===== src/rtl/hazard_scoreboard.sv =====
// Pipeline hazard scoreboard: tracks E/M/W destinations and Tnew, produces stall
// and forwarding selects, and interlocks HI/LO readers against the mult/div unit.
module hazard_scoreboard #(
   parameter int unsigned MULT_LAT = 5,
   parameter int unsigned DIV_LAT  = 10
) (
   input  logic       clk,
   input  logic       reset,
   input  logic [4:0] rs_addr_D,
   input  logic [4:0] rt_addr_D,
   input  logic [1:0] rs_tuse,
   input  logic [1:0] rt_tuse,
   input  logic [4:0] dst_D,
   input  logic [1:0] tnew_D,
   input  logic       md_start_D,
   input  logic       md_is_div_D,
   input  logic       use_md_D,
   output logic       stall,
   output logic [1:0] fwd_rs_D,
   output logic [1:0] fwd_rt_D,
   output logic [1:0] fwd_rs_E,
   output logic [1:0] fwd_rt_E,
   output logic       fwd_rt_M
);

   localparam int unsigned AW = 5;
   localparam int unsigned TW = 2;
   localparam int unsigned CW = 4;

   logic [AW-1:0] e_dst, e_rs, e_rt;
   logic [TW-1:0] e_tnew;
   logic [AW-1:0] m_dst, m_rt;
   logic [TW-1:0] m_tnew;
   logic [AW-1:0] w_dst;
   logic [CW-1:0] md_cnt;

   logic rs_stall, rt_stall, md_stall;

   // A producer in E or M whose result arrives later than the consumer needs it.
   function automatic logic data_stall(input logic [AW-1:0] addr, input logic [TW-1:0] tuse,
                                       input logic [AW-1:0] ed, input logic [TW-1:0] et,
                                       input logic [AW-1:0] md, input logic [TW-1:0] mt);
      logic hit;
      hit = 1'b0;
      if (addr != '0) begin
         if (ed == addr && et > tuse) hit = 1'b1;
         if (md == addr && mt > tuse) hit = 1'b1;
      end
      return hit;
   endfunction

   // Nearest matching stage wins; a not-yet-ready nearest match blocks older stages.
   function automatic logic [1:0] fwd_d_sel(input logic [AW-1:0] addr,
                                            input logic [AW-1:0] ed, input logic [TW-1:0] et,
                                            input logic [AW-1:0] md, input logic [TW-1:0] mt,
                                            input logic [AW-1:0] wd);
      logic [1:0] sel;
      sel = 2'd0;
      if (addr != '0) begin
         if (ed == addr)      sel = (et == '0) ? 2'd1 : 2'd0;
         else if (md == addr) sel = (mt == '0) ? 2'd2 : 2'd0;
         else if (wd == addr) sel = 2'd3;
      end
      return sel;
   endfunction

   function automatic logic [1:0] fwd_e_sel(input logic [AW-1:0] addr,
                                            input logic [AW-1:0] md, input logic [TW-1:0] mt,
                                            input logic [AW-1:0] wd);
      logic [1:0] sel;
      sel = 2'd0;
      if (addr != '0) begin
         if (md == addr && mt == '0) sel = 2'd1;
         else if (wd == addr)        sel = 2'd2;
      end
      return sel;
   endfunction

   always_comb begin
      rs_stall = data_stall(rs_addr_D, rs_tuse, e_dst, e_tnew, m_dst, m_tnew);
      rt_stall = data_stall(rt_addr_D, rt_tuse, e_dst, e_tnew, m_dst, m_tnew);
      md_stall = use_md_D && (md_cnt != '0);
      stall    = rs_stall || rt_stall || md_stall;
      fwd_rs_D = fwd_d_sel(rs_addr_D, e_dst, e_tnew, m_dst, m_tnew, w_dst);
      fwd_rt_D = fwd_d_sel(rt_addr_D, e_dst, e_tnew, m_dst, m_tnew, w_dst);
      fwd_rs_E = fwd_e_sel(e_rs, m_dst, m_tnew, w_dst);
      fwd_rt_E = fwd_e_sel(e_rt, m_dst, m_tnew, w_dst);
      fwd_rt_M = (m_rt != '0) && (m_rt == w_dst);
   end

   // Pipeline tracking and HI/LO busy counter; a stall turns E into a bubble.
   always_ff @(posedge clk) begin
      if (reset) begin
         e_dst  <= '0;
         e_rs   <= '0;
         e_rt   <= '0;
         e_tnew <= '0;
         m_dst  <= '0;
         m_rt   <= '0;
         m_tnew <= '0;
         w_dst  <= '0;
         md_cnt <= '0;
      end else begin
         m_dst  <= e_dst;
         m_rt   <= e_rt;
         m_tnew <= (e_tnew == '0) ? '0 : e_tnew - TW'(1);
         w_dst  <= m_dst;
         if (stall) begin
            e_dst  <= '0;
            e_rs   <= '0;
            e_rt   <= '0;
            e_tnew <= '0;
         end else begin
            e_dst  <= dst_D;
            e_rs   <= rs_addr_D;
            e_rt   <= rt_addr_D;
            e_tnew <= tnew_D;
         end
         if (md_start_D && !stall)
            md_cnt <= md_is_div_D ? CW'(DIV_LAT) : CW'(MULT_LAT);
         else if (md_cnt != '0)
            md_cnt <= md_cnt - CW'(1);
      end
   end

endmodule


===== config.mk =====
export PLATFORM = sky130hd
export DESIGN_NAME = hazard_scoreboard
export DESIGN_NICKNAME = d
export VERILOG_FILES = /design/src/rtl/hazard_scoreboard.sv
export SDC_FILE = /design/constraint.sdc
export NUM_CORES = 1
export LEC_CHECK = 0
export BUFFER_PORTS_ARGS = -buffer_cell sky130_fd_sc_hd__buf_4
export CORE_ASPECT_RATIO = 1.5
export CORE_MARGIN = 3
export CORE_UTILIZATION = 56
export CTS_BUF_LIST = sky130_fd_sc_hd__clkbuf_8
export CTS_CLUSTER_DIAMETER = 30
export DETAILED_ROUTE_END_ITERATION = 6
export PLACE_DENSITY = 0.78
export SLEW_MARGIN = 20
export SYNTH_ARGS = -nofsm -noshare
export SYNTH_HDL_FRONTEND = slang
export SYNTH_SLANG_ARGS = --single-unit

===== constraint.sdc =====
create_clock -name clk -period 2.26 [get_ports clk]
set_input_delay 0.113 -clock clk [delete_from_list [all_inputs] [get_ports clk]]
set_output_delay 0.113 -clock clk [all_outputs]
set_load 0.005 [all_outputs]

==> impl_results.md <==
- Largest net degree at the start of global routing: 25
- CTS tree: yes
- GRT Overall Usage: 0.211
- Tightest Pin Transition: 0.418 ns
- Post-synth EDFFs: 0
- Worst-path fanout max: 5
- Slew Viols, Final: 0
- Final Hold Viols: 0
- Unrepaired setup endpoints after global routing: no
- Post-place setup slack: 0.136 ns
- Remaining routing DRC violations: 0
- TritonCTS buffer count: 5
- Routed vias/inst: 5.27
- Fin crit share: 0.895
- Final setup viols: 0
- Most used DFF post-synth: dfxtp_1
- CP Data Arrival Time: 1.91 ns
- Critical Path, Cell by Cell: xor2_1 -> nor3_1 -> buf_4 -> nor4_1 -> a21oi_1 -> nor3_1 -> buf_4
- GRT Residual Overflow: 0
- Setup crit start: m_dst[1]
- Max VDD drop: 0.722 mV
- Final WL: 4430 um
- Syn_area_per_cell: 8.91 sq um
- WP data required: 2.15 ns
- 1st-iter DRT viols: 32
- Postcts setup bufs: 0
- CTS root buf: clkbuf_8
- Post-CTS Hold Buffers: 0
- Post-synth ARST share: 0
- Seq/Total Area, Yosys: 0.351
- Final nets: 311
- Clock-pin slew on the worst setup and hold paths: 0.07 ns
- Mapped Nets: 279
- Tmin final: 2.02 ns
- Layout cells sized above 1: 0.188
- Min-delay src: tnew_D[0]
- Yosys warns: 0
- Max-cap viol count: 0
- Initial cell density of the core: 0.588
- Clock Latency Late Sink: 0.28 ns
- Routability Congestion: 0.808
- Critical path class: reg -> out
- Min-Delay Path Class: in -> reg
- CTS sink count: 38
- PwrDens: 810 nW/um^2
- Detailed Place HPWL: 3460 um
- Die X: 56.8 um
- Fmax: 494 MHz
- Die ar.: 4660 sq um
- Port Buf Inserts: 35
- IO Pins: 36
- Leakage: 0.00109 uW
- Nature of the critical path startpoint: flop
- CORE AREA: 3680 sq um
- Vias: 1680
- Die Ht: 82.2 um
- Worst slew margin: 0.721
- First-pass GRT wire length: 7530 um
- TritonRoute pass-1 iters: 4
- Status: completed
- Area growth syn-to-layout: 17.5%
- Worst reg2reg startpoint: md_cnt[0]
- Antenna diodes: 0
- Total negative slack: 0 ns
- Syn Inst Count: 243
- Worst setup EP type: output pin
- Synth Register Bits: 38
- Post-CTS sizing: 0
- Row count: 27
- Clock skew: 0.00388 ns
- Critical-path cell with the highest stage delay: dfxtp_1
- CP max stage delay: 0.50 ns
- Initial antenna violation count: 0
- Drt wl/cell: 13.9 um
- Setup slack after layout: 0.237 ns
- Clock Tree Buf Depth: 2
- Post-Syn Area: 2170 sq um
- Vias in the first global route: 1597
- Post-synth cell types: 35
- Routed Antenna Nets: 0
- H-tree Lvls: 2
worst paths after layout:
path,slack (ns),depth (start not counted),endpoint
worst max register to register,0.31,8,md_cnt[3]
worst min register to register,0.44,1,m_tnew[0]
worst max-delay path,0.24,7,fwd_rs_D[1]
worst min-delay path,0.02,2,e_tnew[0]
worst max-delay path, delay by kind of cell (launching register included):
kind            cells  cell delay, ns
flops               1            0.50
compound gates      1            0.07
buf+inv             2            0.28
xor+xnor            1            0.18
simple gates        3            0.60
state kept, by name, summed over array words and instances (netlist names), 4 cells and up:
name and flops:
md_cnt 4, m_rt 5, e_rs 5, m_dst 5, w_dst 5, e_rt 5, e_dst 5
stage by stage:
stage / cells / hold slack, ns / utilization / instance area (sq um) / power, uW
2_1_floorplan: 243 / 0.235 / - / 2170 / 1400
5_1_grt: 319 / 0.0171 / 0.691 / 2540 / 2210
6_report: 319 / 0.0237 / 0.691 / 2540 / 2060
4_1_cts: 319 / 0.0166 / 0.690 / 2540 / 2080
3_5_place_dp: 311 / 0.318 / 0.665 / 2450 / 1610
3_3_place_gp: 311 / 0.316 / 0.665 / 2450 / 1590
cells by family after synthesis:
group / count (synthesis) / synth area share
simple gates: 90 / 0.239
xor+xnor: 53 / 0.214
flops: 38 / 0.351
buf+inv: 24 / 0.0451
compound gates: 23 / 0.0676
fa+ha+maj: 10 / 0.0578
mux: 5 / 0.0248
area by class of cell:
cell class | instances | area, sq um
inverter | 11 | 41.3
sequential | 38 | 761
fill | 327 | 1140
timing repair buffer | 38 | 285
clock inverter | 2 | 8.76
multi-input combinational | 181 | 1310
clock buffer | 6 | 82.6
tap | 43 | 53.8
layer usage:
layer / global-route usage / routed length [um]
met1: 0.233 / 1840
met4: 0.0766 / 61
met2: 0.403 / 2370
met5: 0 / 0
met3: 0.0373 / 168
power breakdown:
part / internal, uW / total [uW] / leakage (uW) / switching, uW
combinational: 390 / 712 / 0.000726 / 323
clock: 241 / 465 / 0.0000524 / 223
sequential: 771 / 884 / 0.000312 / 113
synth_stat cells (all sizes together), types with 2 or more instances:
cell type / instances / area, sq um
dfxtp: 38 / 761
xnor2: 33 / 289
xor2: 20 / 175
and2: 17 / 106
nor2b: 16 / 100
nor2: 13 / 58.8
nor3: 13 / 65.1
a21oi: 12 / 60.1
inv: 11 / 41.3
clkbuf: 10 / 37.5
ha: 10 / 125
nand3: 8 / 40.0
a211oi: 5 / 37.5
nand2: 5 / 18.8
nor4: 5 / 31.3
nand4: 4 / 25.0
buf: 3 / 18.8
mux2: 3 / 33.8
or4: 3 / 26.3
and3: 2 / 12.5
mux2i: 2 / 20.0
o31ai: 2 / 15.0
cells in the final DEF, fill, tap and decap left out, drive strengths merged, types with 3 or more instances in the layout:
| cell type | n |
|---|---|
| dfxtp | 38 |
| buf | 38 |
| xnor2 | 33 |
| xor2 | 20 |
| and2 | 17 |
| nor2b | 16 |
| nor3 | 13 |
| nor2 | 13 |
| inv | 12 |
| a21oi | 12 |
| ha | 10 |
| nand3 | 8 |
| clkbuf | 6 |
| nor4 | 5 |
| a211oi | 5 |
| nand2 | 5 |
| nand4 | 4 |
| or4 | 3 |
| mux2 | 3 |
Note: power is estimated with default switching activity, not from simulation.
